**config.mk**
```make
export PLATFORM = sky130hd
export DESIGN_NAME = lfsr_rng_arbiter
export DESIGN_NICKNAME = d
export VERILOG_FILES = /design/src/rtl/lfsr_rng_arbiter.sv
export SDC_FILE = /design/constraint.sdc
export NUM_CORES = 1
export LEC_CHECK = 0
export ABC_AREA = 1
export CAP_MARGIN = 15
export CORE_UTILIZATION = 57
export CTS_BUF_LIST = sky130_fd_sc_hd__clkbuf_16
export DETAILED_ROUTE_END_ITERATION = 10
export PLACE_DENSITY = 0.88
export RECOVER_POWER = 25
export SLEW_MARGIN = 10
export SYNTH_ARGS = -nofsm -noshare
export SYNTH_HDL_FRONTEND = slang
export SYNTH_SLANG_ARGS = --single-unit
export TNS_END_PERCENT = 30
```
**constraint.sdc**
```tcl
create_clock -name clock -period 4.45 [get_ports clock]
set_input_delay 1.335 -clock clock [delete_from_list [all_inputs] [get_ports clock]]
set_output_delay 1.335 -clock clock [all_outputs]
set_load 0.1 [all_outputs]
```
**src/rtl/lfsr_rng_arbiter.sv**
```systemverilog
// Shared 16-bit Fibonacci LFSR (x^16+x^14+x^13+x^11) served to N_REQ requesters
// through round-robin arbitration and a four-phase req/ack handshake.
module lfsr_rng_arbiter #(
  parameter int          N_REQ        = 4,
  parameter int          WARMUP       = 16,
  parameter logic [15:0] DEFAULT_SEED = 16'hACE1
) (
  input  logic             clock,
  input  logic             reset,
  input  logic             seed_load,
  input  logic [15:0]      seed,
  input  logic [N_REQ-1:0] req,
  output logic [N_REQ-1:0] ack,
  output logic [15:0]      value,
  output logic             ready,
  output logic             busy,
  output logic [1:0]       fsm_state
);

  // Handshake: a requester raises req[i] and holds it until ack[i] is seen;
  // ack[i] (with value) stays high until req[i] drops, then falls one edge later.

  localparam int PTR_W = $clog2(N_REQ);

  typedef enum logic [1:0] {
    WARM  = 2'd0,
    RUN   = 2'd1,
    GRANT = 2'd2
  } state_t;

  localparam state_t     START    = (WARMUP == 0) ? RUN : WARM;
  localparam logic [7:0] WARM_CNT = 8'(WARMUP);

  state_t             state, state_d;
  logic [15:0]        lfsr, lfsr_d;
  logic [7:0]         cnt, cnt_d;
  logic [PTR_W-1:0]   ptr, ptr_d;
  logic [PTR_W-1:0]   win;
  logic [N_REQ-1:0]   ack_d;
  logic [15:0]        value_d;

  function automatic logic [15:0] lfsr_step(input logic [15:0] s);
    return {s[14:0], s[15] ^ s[13] ^ s[12] ^ s[10]};
  endfunction

  // First set request at or above p, wrapping around N_REQ.
  function automatic logic [PTR_W-1:0] pick(input logic [N_REQ-1:0] r,
                                            input logic [PTR_W-1:0] p);
    logic [PTR_W-1:0] w;
    logic             found;
    int               idx;
    w     = p;
    found = 1'b0;
    for (int i = 0; i < N_REQ; i++) begin
      idx = (int'(p) + i) % N_REQ;
      if (!found && r[idx]) begin
        found = 1'b1;
        w     = PTR_W'(idx);
      end
    end
    return w;
  endfunction

  always_comb begin
    state_d = state;
    lfsr_d  = lfsr;
    cnt_d   = cnt;
    ptr_d   = ptr;
    ack_d   = ack;
    value_d = value;
    win     = pick(req, ptr);

    if (seed_load) begin
      // A zero seed would lock the LFSR, so it is replaced by the default.
      lfsr_d  = (seed == 16'h0000) ? DEFAULT_SEED : seed;
      cnt_d   = WARM_CNT;
      ack_d   = '0;
      state_d = START;
    end else begin
      case (state)
        WARM: begin
          lfsr_d = lfsr_step(lfsr);
          ack_d  = '0;
          if (cnt <= 8'd1) begin
            cnt_d   = 8'd0;
            state_d = RUN;
          end else begin
            cnt_d = cnt - 8'd1;
          end
        end
        RUN: begin
          if (|req) begin
            ack_d   = N_REQ'(1) << win;
            value_d = lfsr;
            lfsr_d  = lfsr_step(lfsr);
            ptr_d   = (win == PTR_W'(N_REQ - 1)) ? '0 : win + 1'b1;
            state_d = GRANT;
          end
        end
        GRANT: begin
          // Only the granted requester's line matters here.
          if (!(|(req & ack))) begin
            ack_d   = '0;
            state_d = RUN;
          end
        end
        default: begin
          ack_d   = '0;
          state_d = START;
        end
      endcase
    end
  end

  always_ff @(posedge clock or posedge reset) begin
    if (reset) begin
      state <= START;
      lfsr  <= DEFAULT_SEED;
      cnt   <= WARM_CNT;
      ptr   <= '0;
      ack   <= '0;
      value <= 16'h0000;
    end else begin
      state <= state_d;
      lfsr  <= lfsr_d;
      cnt   <= cnt_d;
      ptr   <= ptr_d;
      ack   <= ack_d;
      value <= value_d;
    end
  end

  assign ready     = (state == RUN);
  assign busy      = (state == WARM);
  assign fsm_state = state;

endmodule

```
==> flow_metrics.env <==
export IMPL_status="complete, but fails checks"
export IMPL_violations="capacitance limit, slew limit"
export IMPL_grt_util_all_layers=0.2516
export IMPL_grt_overflow_total=0
export IMPL_max_stage_delay_ps=1200
export IMPL_rsz0062_at_grt="false"
export IMPL_start_util=0.6009
export IMPL_synthAdderAreaFrac=0.02830
export IMPL_max_freq_ghz=0.2801
export IMPL_post_cts_resized=0
export IMPL_setup_tns_ps=0
export IMPL_placed_cells=430
export IMPL_root_buffer="clkbuf_16"
export IMPL_yosysSeqAreaShare=0.4571
export IMPL_r2r_slack_ps=2220
export IMPL_crit_path_start_kind="flip-flop"
export IMPL_synth_area_per_cell_sq_um=7.779
export IMPL_critical_path_class="reg2out"
export IMPL_ys_seq_elements=48
export IMPL_worst_pin_slew_ps=1742
export IMPL_post_cts_buffers=0
export IMPL_routed_via_count=2339
export IMPL_cp_startpoint="fsm_state[1]"
export IMPL_synth_compound_area_share=0.1297
export IMPL_synth_edff_count=0
export IMPL_drc=0
export IMPL_regToRegEndpoint="ack[1]"
export IMPL_place_congestion=0.8218
export IMPL_setup_viol=0
export IMPL_min_delay_start="value[11]"
export IMPL_numCtsBuffers=5
export IMPL_yosys_warnings=0
export IMPL_slowest_stage="clkdlybuf4s50_1"
export IMPL_htreeDepth=2
export IMPL_totalWireLength_mm=5.645
export IMPL_cts_tree="done"
export IMPL_synthesis_area_sq_um=2653
export IMPL_worstReg2RegStart="ptr[0]"
export IMPL_dieArea_sq_um=4930
export IMPL_finalClockSkew_ps=8.377
export IMPL_clockBufferDepth=2
export IMPL_synth_fp_nets=370
export IMPL_clk_pin_slew_ps=60
export IMPL_die_h_um=70.22
export IMPL_period_needed_ps=3570
export IMPL_diodes=0
export IMPL_hold_viol=0
export IMPL_nNetsFinal=414
export IMPL_io_pins=47
export IMPL_avgRoutedWirePerCell_um=12.89
export IMPL_clock_sinks=48
export IMPL_grt_pass1_vias=2196
export IMPL_synth_top_family_by_area="simple AND/OR/NAND/NOR gates"
export IMPL_clk_latency_ps=290
export IMPL_hold_class="reg2reg"
export IMPL_ys_types=31
export IMPL_area_delta_synth_final_pct=23.40
export IMPL_final_area_sq_um=3273
export IMPL_crit_fanout=6
export IMPL_synthSimpleGateAreaFrac=0.2844
export IMPL_hpwlAfterDp_mm=4.036
export IMPL_worstHoldEndpoint="value[11]"
export IMPL_whs_ps=484.7
export IMPL_final_instance_count_excl_fill=438
export IMPL_antenna_found_initial=0
export IMPL_dr_pass1_iters=4
export IMPL_ys_async_sr_fraction=1.000
export IMPL_p_leak_uw=0.001623
export IMPL_whs_path_depth=2
export IMPL_reg2regPathDepth=13
export IMPL_ant_nets=0
export IMPL_slew_headroom=-0.1625
export IMPL_grt_max_degree=49
export IMPL_muxShareOfSynthArea=0
export IMPL_core_area_sq_um=4414
export IMPL_placementRows=24
export IMPL_synth_xor_area_frac=0.01651
export IMPL_arrival_ps=2240
export IMPL_grt_pass1_wl_mm=9.673
export IMPL_dpl_instance_area_sq_um=3136
export IMPL_synth_cells=341
export IMPL_maxCapViolCount=1
export IMPL_hold_buffers=0
export IMPL_worstPathCellList="nor2_1 -> clkdlybuf4s50_1"
export IMPL_cellPowerDensity_nw_per_um2=780.2
export IMPL_vdd_drop_max_mv=0.5258
export IMPL_numPortBuffers=46
export IMPL_drt_iter0_drc=198
export IMPL_synth_ff_type="dfrtp_1"
export IMPL_drive_gt1_frac=0.1140
export IMPL_cp_data_required_time_ps=3120
export IMPL_vias_per_cell=5.340
export IMPL_fillCellCount=329
export IMPL_end_kind="output pin"
export IMPL_finalMaxSlewViolations=49
export IMPL_dieWidth_um=70.22
export IMPL_period_share=0.8023
[worst max-delay path by stage]
| stage | endpoint | slack [ps] | cells after the start |
|---|---|---|---|
| after floorplan | ready | 690 | 2 |
| after global placement | ack[0] | 1260 | 14 |
| after detailed placement | ack[1] | 1180 | 14 |
| after CTS | ready | 890 | 2 |
| after global routing | ready | 860 | 2 |
| final | ready | 880 | 2 |
[report_power, final]
group / switching (uW) / internal (uW)
combinational: 1100 / 393
clock: 150 / 203
sequential: 114 / 592
[through the flow]
stage                     power, uW    util  worst slack [ps]
final                          2554  0.7415             879.9
after global routing           2711  0.7415             855.0
after CTS                      2555  0.7415             893.9
after detailed placement       2191  0.7103              1184
after global placement         2151  0.7103              1257
after floorplan                1875       -             685.7
[sequential cells by signal, indices dropped and copies added (netlist names)]
register   flops
cnt            8
ptr            2
fsm_state      2
lfsr          16
value         16
ack            4
[routing by layer]
layer | track usage | vias to the layer above | routed length [um]
li1 | - | 1186 | -
met1 | 0.3259 | 1070 | 2561
met2 | 0.4049 | 71 | 2682
met3 | 0.06782 | 12 | 289
met4 | 0.09556 | 0 | 112
met5 | 0 | - | 0
[worst max-delay path, delay by kind of cell, from the launching register on]
family	cells	cell delay, ps
buffers and inverters	1	1200
AND/OR/NAND/NOR	1	290
flip-flops	1	460
[Yosys cell counts, types with 5 or more instances]
cell type | count | share of area
nand3_1 | 23 | 0.043
inv_1 | 38 | 0.054
o211ai_1 | 5 | 0.014
nand2_2 | 12 | 0.028
dfrtp_1 | 39 | 0.37
clkbuf_1 | 5 | 0.0071
ha_1 | 6 | 0.028
dfstp_2 | 9 | 0.089
nor2_1 | 17 | 0.024
o21ai_0 | 40 | 0.075
nand2_1 | 96 | 0.14
[layout make-up]
| cell class | instances | area (sq um) | area share |
|---|---|---|---|
| clock inverter | 3 | 12.51 | 0.003823 |
| inverter | 42 | 157.7 | 0.04817 |
| sequential | 48 | 1212 | 0.3704 |
| clock buffer | 5 | 125.1 | 0.03823 |
| multi-input combinational | 239 | 1217 | 0.3719 |
| tap | 52 | 65.06 | 0.01988 |
| timing repair buffer | 49 | 483.0 | 0.1476 |
[logic make-up (layout without fill, tap and decap cells)]
kind of cell / count (synthesis) / after routing
buffers and inverters: 54 / 99
AOI/OAI and AO/OA: 61 / 61
and+or+nand+nor: 167 / 167
DFF: 48 / 48
adders and majority gates: 6 / 6
xor gates and xnor gates: 5 / 5
[cells in the final DEF (no fill, tap or decap)]
cell type / instances
nor2_4: 1
nand2_2: 12
nor2_1: 17
o22ai_1: 4
dlygate4sd3_1: 1
a21oi_2: 1
nor3_1: 3
nand2_1: 96
nand2_4: 1
clkdlybuf4s50_1: 45
a22o_1: 4
dfstp_2: 9
nand4_1: 4
nor2_2: 1
nand3_1: 23
o21ai_1: 3
xnor2_1: 2
nand3_2: 4
dfrtp_1: 39
o21ai_0: 40
ha_1: 6
inv_2: 3
xor2_1: 3
clkinv_2: 1
o211ai_1: 5
and2_1: 2
or2_2: 3
buf_4: 3
inv_1: 41
clkbuf_16: 5
a21oi_1: 3
a22oi_1: 1
(Power assumes the default switching activity.)
